File: src/rtl/dcache_l2_port.sv
// dcache_l2_port: moves one cache line between the L1 data cache and L2.
// An optional dirty victim is written back beat by beat and committed first,
// then the missing line is read one word per address/data round trip.
//
// Handshake semantics (all channels): a transfer happens on the rising edge
// where valid and ready are both 1. The side asserting valid keeps valid and
// its payload stable until that edge. The request channel (req_valid /
// req_ready) follows the same rule, with req_ready high only while idle.
// write_complete_data is a one-cycle L2 commit pulse, honoured only while
// waiting for the write-back to commit.
module dcache_l2_port #(
    parameter int LINE_WORDS    = 4,
    parameter int L2_BUS_WIDTH  = 32,
    localparam int IDX_W        = $clog2(LINE_WORDS),
    localparam int ADDRESS_WIDTH = 32,
    localparam int ADDR_W       = ADDRESS_WIDTH - 2
) (
    input  logic                    clk,
    input  logic                    rst_n,
    // L1 miss request
    input  logic                    req_valid,
    output logic                    req_ready,
    input  logic [ADDR_W-1:0]       req_read_addr,
    input  logic                    req_wb,
    input  logic [ADDR_W-1:0]       req_wb_addr,
    // victim lookup and fill return
    output logic [IDX_W-1:0]        wb_index,
    input  logic [L2_BUS_WIDTH-1:0] wb_data,
    output logic                    fill_valid,
    output logic [IDX_W-1:0]        fill_index,
    output logic [L2_BUS_WIDTH-1:0] fill_data,
    output logic                    done,
    // L2 write channel
    output logic                    write_to_l2_valid_data,
    input  logic                    write_to_l2_ready_data,
    output logic [ADDR_W-1:0]       write_addr_to_l2_data,
    output logic [L2_BUS_WIDTH-1:0] data_to_l2_data,
    output logic                    write_control_to_l2_data,
    input  logic                    write_complete_data,
    // L2 read channel
    output logic                    read_addr_to_l2_valid_data,
    input  logic                    read_addr_to_l2_ready_data,
    output logic [ADDR_W-1:0]       read_addr_to_l2_data,
    output logic                    data_from_l2_ready_data,
    input  logic                    data_from_l2_valid_data,
    input  logic [L2_BUS_WIDTH-1:0] data_from_l2_data,
    // debug view of the controller state
    output logic [2:0]              state_dbg
);

    typedef enum logic [2:0] {
        S_IDLE    = 3'd0,
        S_WB_BEAT = 3'd1,
        S_WB_WAIT = 3'd2,
        S_RD_ADDR = 3'd3,
        S_RD_DATA = 3'd4,
        S_FIN     = 3'd5
    } state_t;

    // Clearing the word-offset bits once at latch time lets base|cnt form
    // every beat address without an adder, so it can never leave the line.
    localparam logic [ADDR_W-1:0] LINE_MASK = ~ADDR_W'(LINE_WORDS - 1);
    localparam logic [IDX_W-1:0]  LAST_IDX  = IDX_W'(LINE_WORDS - 1);

    state_t             state;
    state_t             state_nxt;
    logic [IDX_W-1:0]   cnt;
    logic [ADDR_W-1:0]  wb_base;
    logic [ADDR_W-1:0]  rd_base;
    logic               cnt_last;
    logic               accept;
    logic               wr_fire;
    logic               rd_fire;

    assign cnt_last  = (cnt == LAST_IDX);
    assign accept    = (state == S_IDLE) && req_valid;
    assign wr_fire   = (state == S_WB_BEAT) && write_to_l2_ready_data;
    assign rd_fire   = (state == S_RD_DATA) && data_from_l2_valid_data;
    assign state_dbg = state;

    // State register; reset abandons any transfer in flight.
    always_ff @(posedge clk or negedge rst_n) begin
        if (!rst_n) begin
            state <= S_IDLE;
        end else begin
            state <= state_nxt;
        end
    end

    // Next-state and channel outputs; every output is 0 unless its state drives it.
    always_comb begin
        state_nxt                  = state;
        req_ready                  = 1'b0;
        wb_index                   = '0;
        write_to_l2_valid_data     = 1'b0;
        write_addr_to_l2_data      = '0;
        data_to_l2_data            = '0;
        write_control_to_l2_data   = 1'b0;
        read_addr_to_l2_valid_data = 1'b0;
        read_addr_to_l2_data       = '0;
        data_from_l2_ready_data    = 1'b0;
        done                       = 1'b0;
        case (state)
            S_IDLE: begin
                req_ready = 1'b1;
                if (req_valid) begin
                    state_nxt = req_wb ? S_WB_BEAT : S_RD_ADDR;
                end
            end
            S_WB_BEAT: begin
                write_to_l2_valid_data   = 1'b1;
                write_addr_to_l2_data    = wb_base | ADDR_W'(cnt);
                wb_index                 = cnt;
                data_to_l2_data          = wb_data;
                write_control_to_l2_data = cnt_last;
                if (write_to_l2_ready_data && cnt_last) begin
                    state_nxt = S_WB_WAIT;
                end
            end
            S_WB_WAIT: begin
                if (write_complete_data) begin
                    state_nxt = S_RD_ADDR;
                end
            end
            S_RD_ADDR: begin
                read_addr_to_l2_valid_data = 1'b1;
                read_addr_to_l2_data       = rd_base | ADDR_W'(cnt);
                if (read_addr_to_l2_ready_data) begin
                    state_nxt = S_RD_DATA;
                end
            end
            S_RD_DATA: begin
                data_from_l2_ready_data = 1'b1;
                if (data_from_l2_valid_data) begin
                    state_nxt = cnt_last ? S_FIN : S_RD_ADDR;
                end
            end
            S_FIN: begin
                done      = 1'b1;
                state_nxt = S_IDLE;
            end
            default: begin
                state_nxt = S_IDLE;
            end
        endcase
    end

    // Word counter and line base addresses captured at request acceptance.
    always_ff @(posedge clk or negedge rst_n) begin
        if (!rst_n) begin
            cnt     <= '0;
            wb_base <= '0;
            rd_base <= '0;
        end else if (accept) begin
            cnt     <= '0;
            wb_base <= req_wb_addr & LINE_MASK;
            rd_base <= req_read_addr & LINE_MASK;
        end else if (wr_fire || rd_fire) begin
            cnt     <= cnt + IDX_W'(1);
        end
    end

    // Registered fill return: one strobe per accepted L2 data word.
    always_ff @(posedge clk or negedge rst_n) begin
        if (!rst_n) begin
            fill_valid <= 1'b0;
            fill_index <= '0;
            fill_data  <= '0;
        end else begin
            fill_valid <= rd_fire;
            if (rd_fire) begin
                fill_index <= cnt;
                fill_data  <= data_from_l2_data;
            end
        end
    end

endmodule
File: config.mk
export PLATFORM = sky130hd
export DESIGN_NAME = dcache_l2_port
export DESIGN_NICKNAME = d
export VERILOG_FILES = /design/src/rtl/dcache_l2_port.sv
export SDC_FILE = /design/constraint.sdc
export NUM_CORES = 1
export LEC_CHECK = 0
export CORE_MARGIN = 2
export CORE_UTILIZATION = 40
export CTS_CLUSTER_DIAMETER = 60
export DETAILED_ROUTE_END_ITERATION = 8
export GPL_TIMING_DRIVEN = 0
export PLACE_DENSITY = 0.85
export SYNTH_ARGS = -nofsm -noshare
export SYNTH_HDL_FRONTEND = slang
export SYNTH_SLANG_ARGS = --single-unit
File: constraint.sdc
create_clock -name clk -period 3.1 [get_ports clk]
set_clock_uncertainty 0.1 [all_clocks]
set_input_delay 0.93 -clock clk [delete_from_list [all_inputs] [get_ports clk]]
set_output_delay 0.93 -clock clk [all_outputs]
set_load 0.005 [all_outputs]
==> reports/metrics.sh <==
FINALHOLDVIOLCOUNT=0
FINAL-INSTANCE-COUNT-EXCL-FILL=778
PLACEMENT.IO_BUFFERS=265
FIN_UTIL_PCT=72.6
LAYOUT-AREA-OVERHEAD-VS-SYNTH_PCT=75.2
DIE-HEIGHT_UM=111
TIMING_MAX_TRANSITION_VIOLATIONS_FINAL=0
START_UTIL_PCT=41.4
CLKLATENCYLATEPIN_PS=340
STD_CELL_ROWS=38
POSTROUTEWIRELENGTH_UM=13400
MIN_DELAY_PATH_DEPTH=1
STATIC-LEAKAGE-POWER_nW=4.02
DRIVE_GT1_SHARE_PCT=25.2
GR-USAGE-ALL-LAYERS_PCT=21.6
POST_SYNTH_CELL_TYPES=33
TRITONCTS='built'
PLACE_CONGESTION=0.813
MIN_PERIOD_OVER_PERIOD_PCT=98.3
CTS_SINKS=96
FLOORPLAN.DIE_AREA_MM2=0.0122
SYNTHESIS.YOSYS.WARNINGS=0
PATH_CLASS='reg2out'
REG2REGPATHDEPTH=9
WIRE_LENGTH_OF_THE_FIRST_GLOBAL_ROUTING_PASS_UM=20800
START_KIND='flip-flop'
MAX-SLEW-MARGIN-REL_PCT=63.3
RUN_STATUS='completed'
SETUP-VIOLATIONS-FINAL=0
ANTENNA_FOUND_INITIAL=0
CTS.ROOT.BUFFER_CELL='sky130_fd_sc_hd__clkbuf_16'
VIASPERCELL=4.68
LAYOUT_COMMONEST_CELL='sky130_fd_sc_hd__clkdlybuf4s50_1'
POST_DRT_WL_PER_CELL_UM=17.2
SYN_AREA_MM2=0.00455
DRTITER0DRC=103
IO_PINS=270
FP.DIEW_UM=111
NETLIST_INSTANCES=338
SYN_NETS=471
CP-END-KIND='primary output'
FINAL_CELL_MIX='sky130_fd_sc_hd__clkdlybuf4s50_1 (182), sky130_fd_sc_hd__dfrtp_1 (96), sky130_fd_sc_hd__and2_1 (92)'
LAYOUT.NETS=767
GRT_MAX_DEGREE=56
POSTSYNTHREGISTERBITS=96
CORE_REGION_AREA_MM2=0.0110
CTS_INSERTED_BUFFERS=9
AVGSYNTHCELLAREA_UM2=13.5
P_TOTAL_mW=6.75
TIMING.HOLD.WORST.CLASS='reg2reg'
DRV_CAP=0
CRITPATHARRIVALTIME_PS=2020
GLOBALROUTE.TOTALOVERFLOW=0
IR_DROP_V=0.000485
SYNTH_SEQUENTIAL_AREA_RATIO_PCT=52.8
GRT_PASS1_VIAS=3880
MAX_SLEW.WORST_PIN.SLEW_PS=551
MAX_FREQ_MHz=328
CP_MAX_FO=10
PWR_DENSITY_CELL_mW_PER_MM2=847
FILLERS=747
ANTENNA_CELLS=0
PERIOD_NEEDED_PS=3050
CLK_TRANSITION_REPORTED_PATHS_PS=60
CTS-HTREE-LEVELS=3
REQUIRED_PS=2070
DR.PASS1.ITERS=4
ANT_NETS=0
POST-ROUTE-DRC-COUNT=0
DP_HPWL_UM=9950
DP_CELLS=744
MAX-CLOCK-PATH-BUFFERS=2
HOLD_SLACK_PS=396
VIAS=3641
-- layout make-up --
cell class                      count  area (um2)  area share [%]
Clock inverter                      3        42.5           0.534
Buffer                             25         302            3.78
Sequential cell                    96        2400            30.1
Timing Repair Buffer              286        2860            35.8
Inverter                            2        7.51          0.0942
Clock buffer                       12         246            3.09
Multi-Input combinational cell    214        1940            24.3
Tap cell                          140         175            2.20
-- Yosys cell counts (all sizes together) --
cell / n / area, um2
xor2: 1 / 8.76
inv: 2 / 7.51
o21ai: 2 / 13.8
mux2i: 2 / 20.0
nor4b: 1 / 15.0
nand2: 1 / 3.75
nor2: 5 / 18.8
ha: 1 / 12.5
a211oi: 1 / 7.51
nor3: 2 / 15.0
clkbuf: 8 / 36.3
buf: 18 / 190
nor3b: 2 / 20.0
and2: 94 / 588
nand2b: 2 / 12.5
dfrtp: 96 / 2400
and4bb: 1 / 12.5
mux2: 91 / 1110
o21bai: 1 / 7.51
a21oi: 4 / 23.8
a31oi: 1 / 6.26
nor4: 1 / 6.26
nor4bb: 1 / 10.0
-- state kept, by name, summed over array words and instances (netlist names) --
register and cells:
fill_data 32, fill_valid 1, wb_base 28, fill_index 2, state_dbg 3, rd_base 28, cnt 2
-- final timing paths --
path / startpoint / endpoint / slack [ps]
setup / recovery: state_dbg[1]$_DFFE_PN0P_ / data_to_l2_data[23] / 50
hold / removal: wb_base[20]$_DFFE_PN0P_ / wb_base[20]$_DFFE_PN0P_ / 400
setup reg to reg: state_dbg[0]$_DFFE_PN0P_ / cnt[1]$_DFFE_PN0P_ / 1250
hold reg to reg: wb_base[20]$_DFFE_PN0P_ / wb_base[20]$_DFFE_PN0P_ / 400
max in group asynchronous: rst_n / rd_base[28]$_DFFE_PN0P_ / 1760
min in group asynchronous: rst_n / fill_data[8]$_DFFE_PN0P_ / 460
-- through the flow --
step	TNS, ps	area, um2	worst slack (ps)
after global placement	-236730	7380	-2470
after global routing	-214	7970	-39.6
after floorplan	0	4550	718
after CTS	-72.0	7810	-37.9
final	0	7970	53.4
after detailed placement	-76.9	7400	-76.9
-- kinds of logic after synthesis --
group	Yosys count	share of synthesized area, %
AOI/OAI and AO/OA	9	1.29
xor gates and xnor gates	1	0.193
adders and majority gates	1	0.275
buffers and inverters	28	5.14
DFF	96	52.8
muxes	93	24.9
and+or+nand+nor	110	15.4
-- worst max-delay path: stages, from the launching register on --
cell	delay [ps]
sky130_fd_sc_hd__dfrtp_1	400
sky130_fd_sc_hd__buf_6	150
sky130_fd_sc_hd__nor3b_4	250
sky130_fd_sc_hd__buf_6	140
sky130_fd_sc_hd__buf_6	110
sky130_fd_sc_hd__and2_1	120
sky130_fd_sc_hd__clkdlybuf4s50_1	500
-- repair_timing --
item                                    in CTS  in global routing
buffers inserted                             9                  7
endpoints found under the setup margin      95                 35
hold buffers                                 0                  0
resized for setup                           88                 35
endpoints found under the hold margin        0                  0
gates cloned                                 3                  1
-- metal layers --
layer / wire length [um] / up-vias / global-route usage, %
li1: - / 1715 / -
met3: 926 / 18 / 6.37
met4: 276 / 0 / 8.00
met2: 6850 / 157 / 37.8
met1: 5360 / 1751 / 25.0
met5: 0 / - / 0
-- power by group --
part	leakage [nW]	total, mW	switching (mW)	internal [mW]
Sequential	1.17	2.18	0.311	1.87
Clock	0.139	1.09	0.452	0.642
Combinational	2.71	3.48	1.18	2.30
Note: power is estimated with default switching activity, not from simulation.
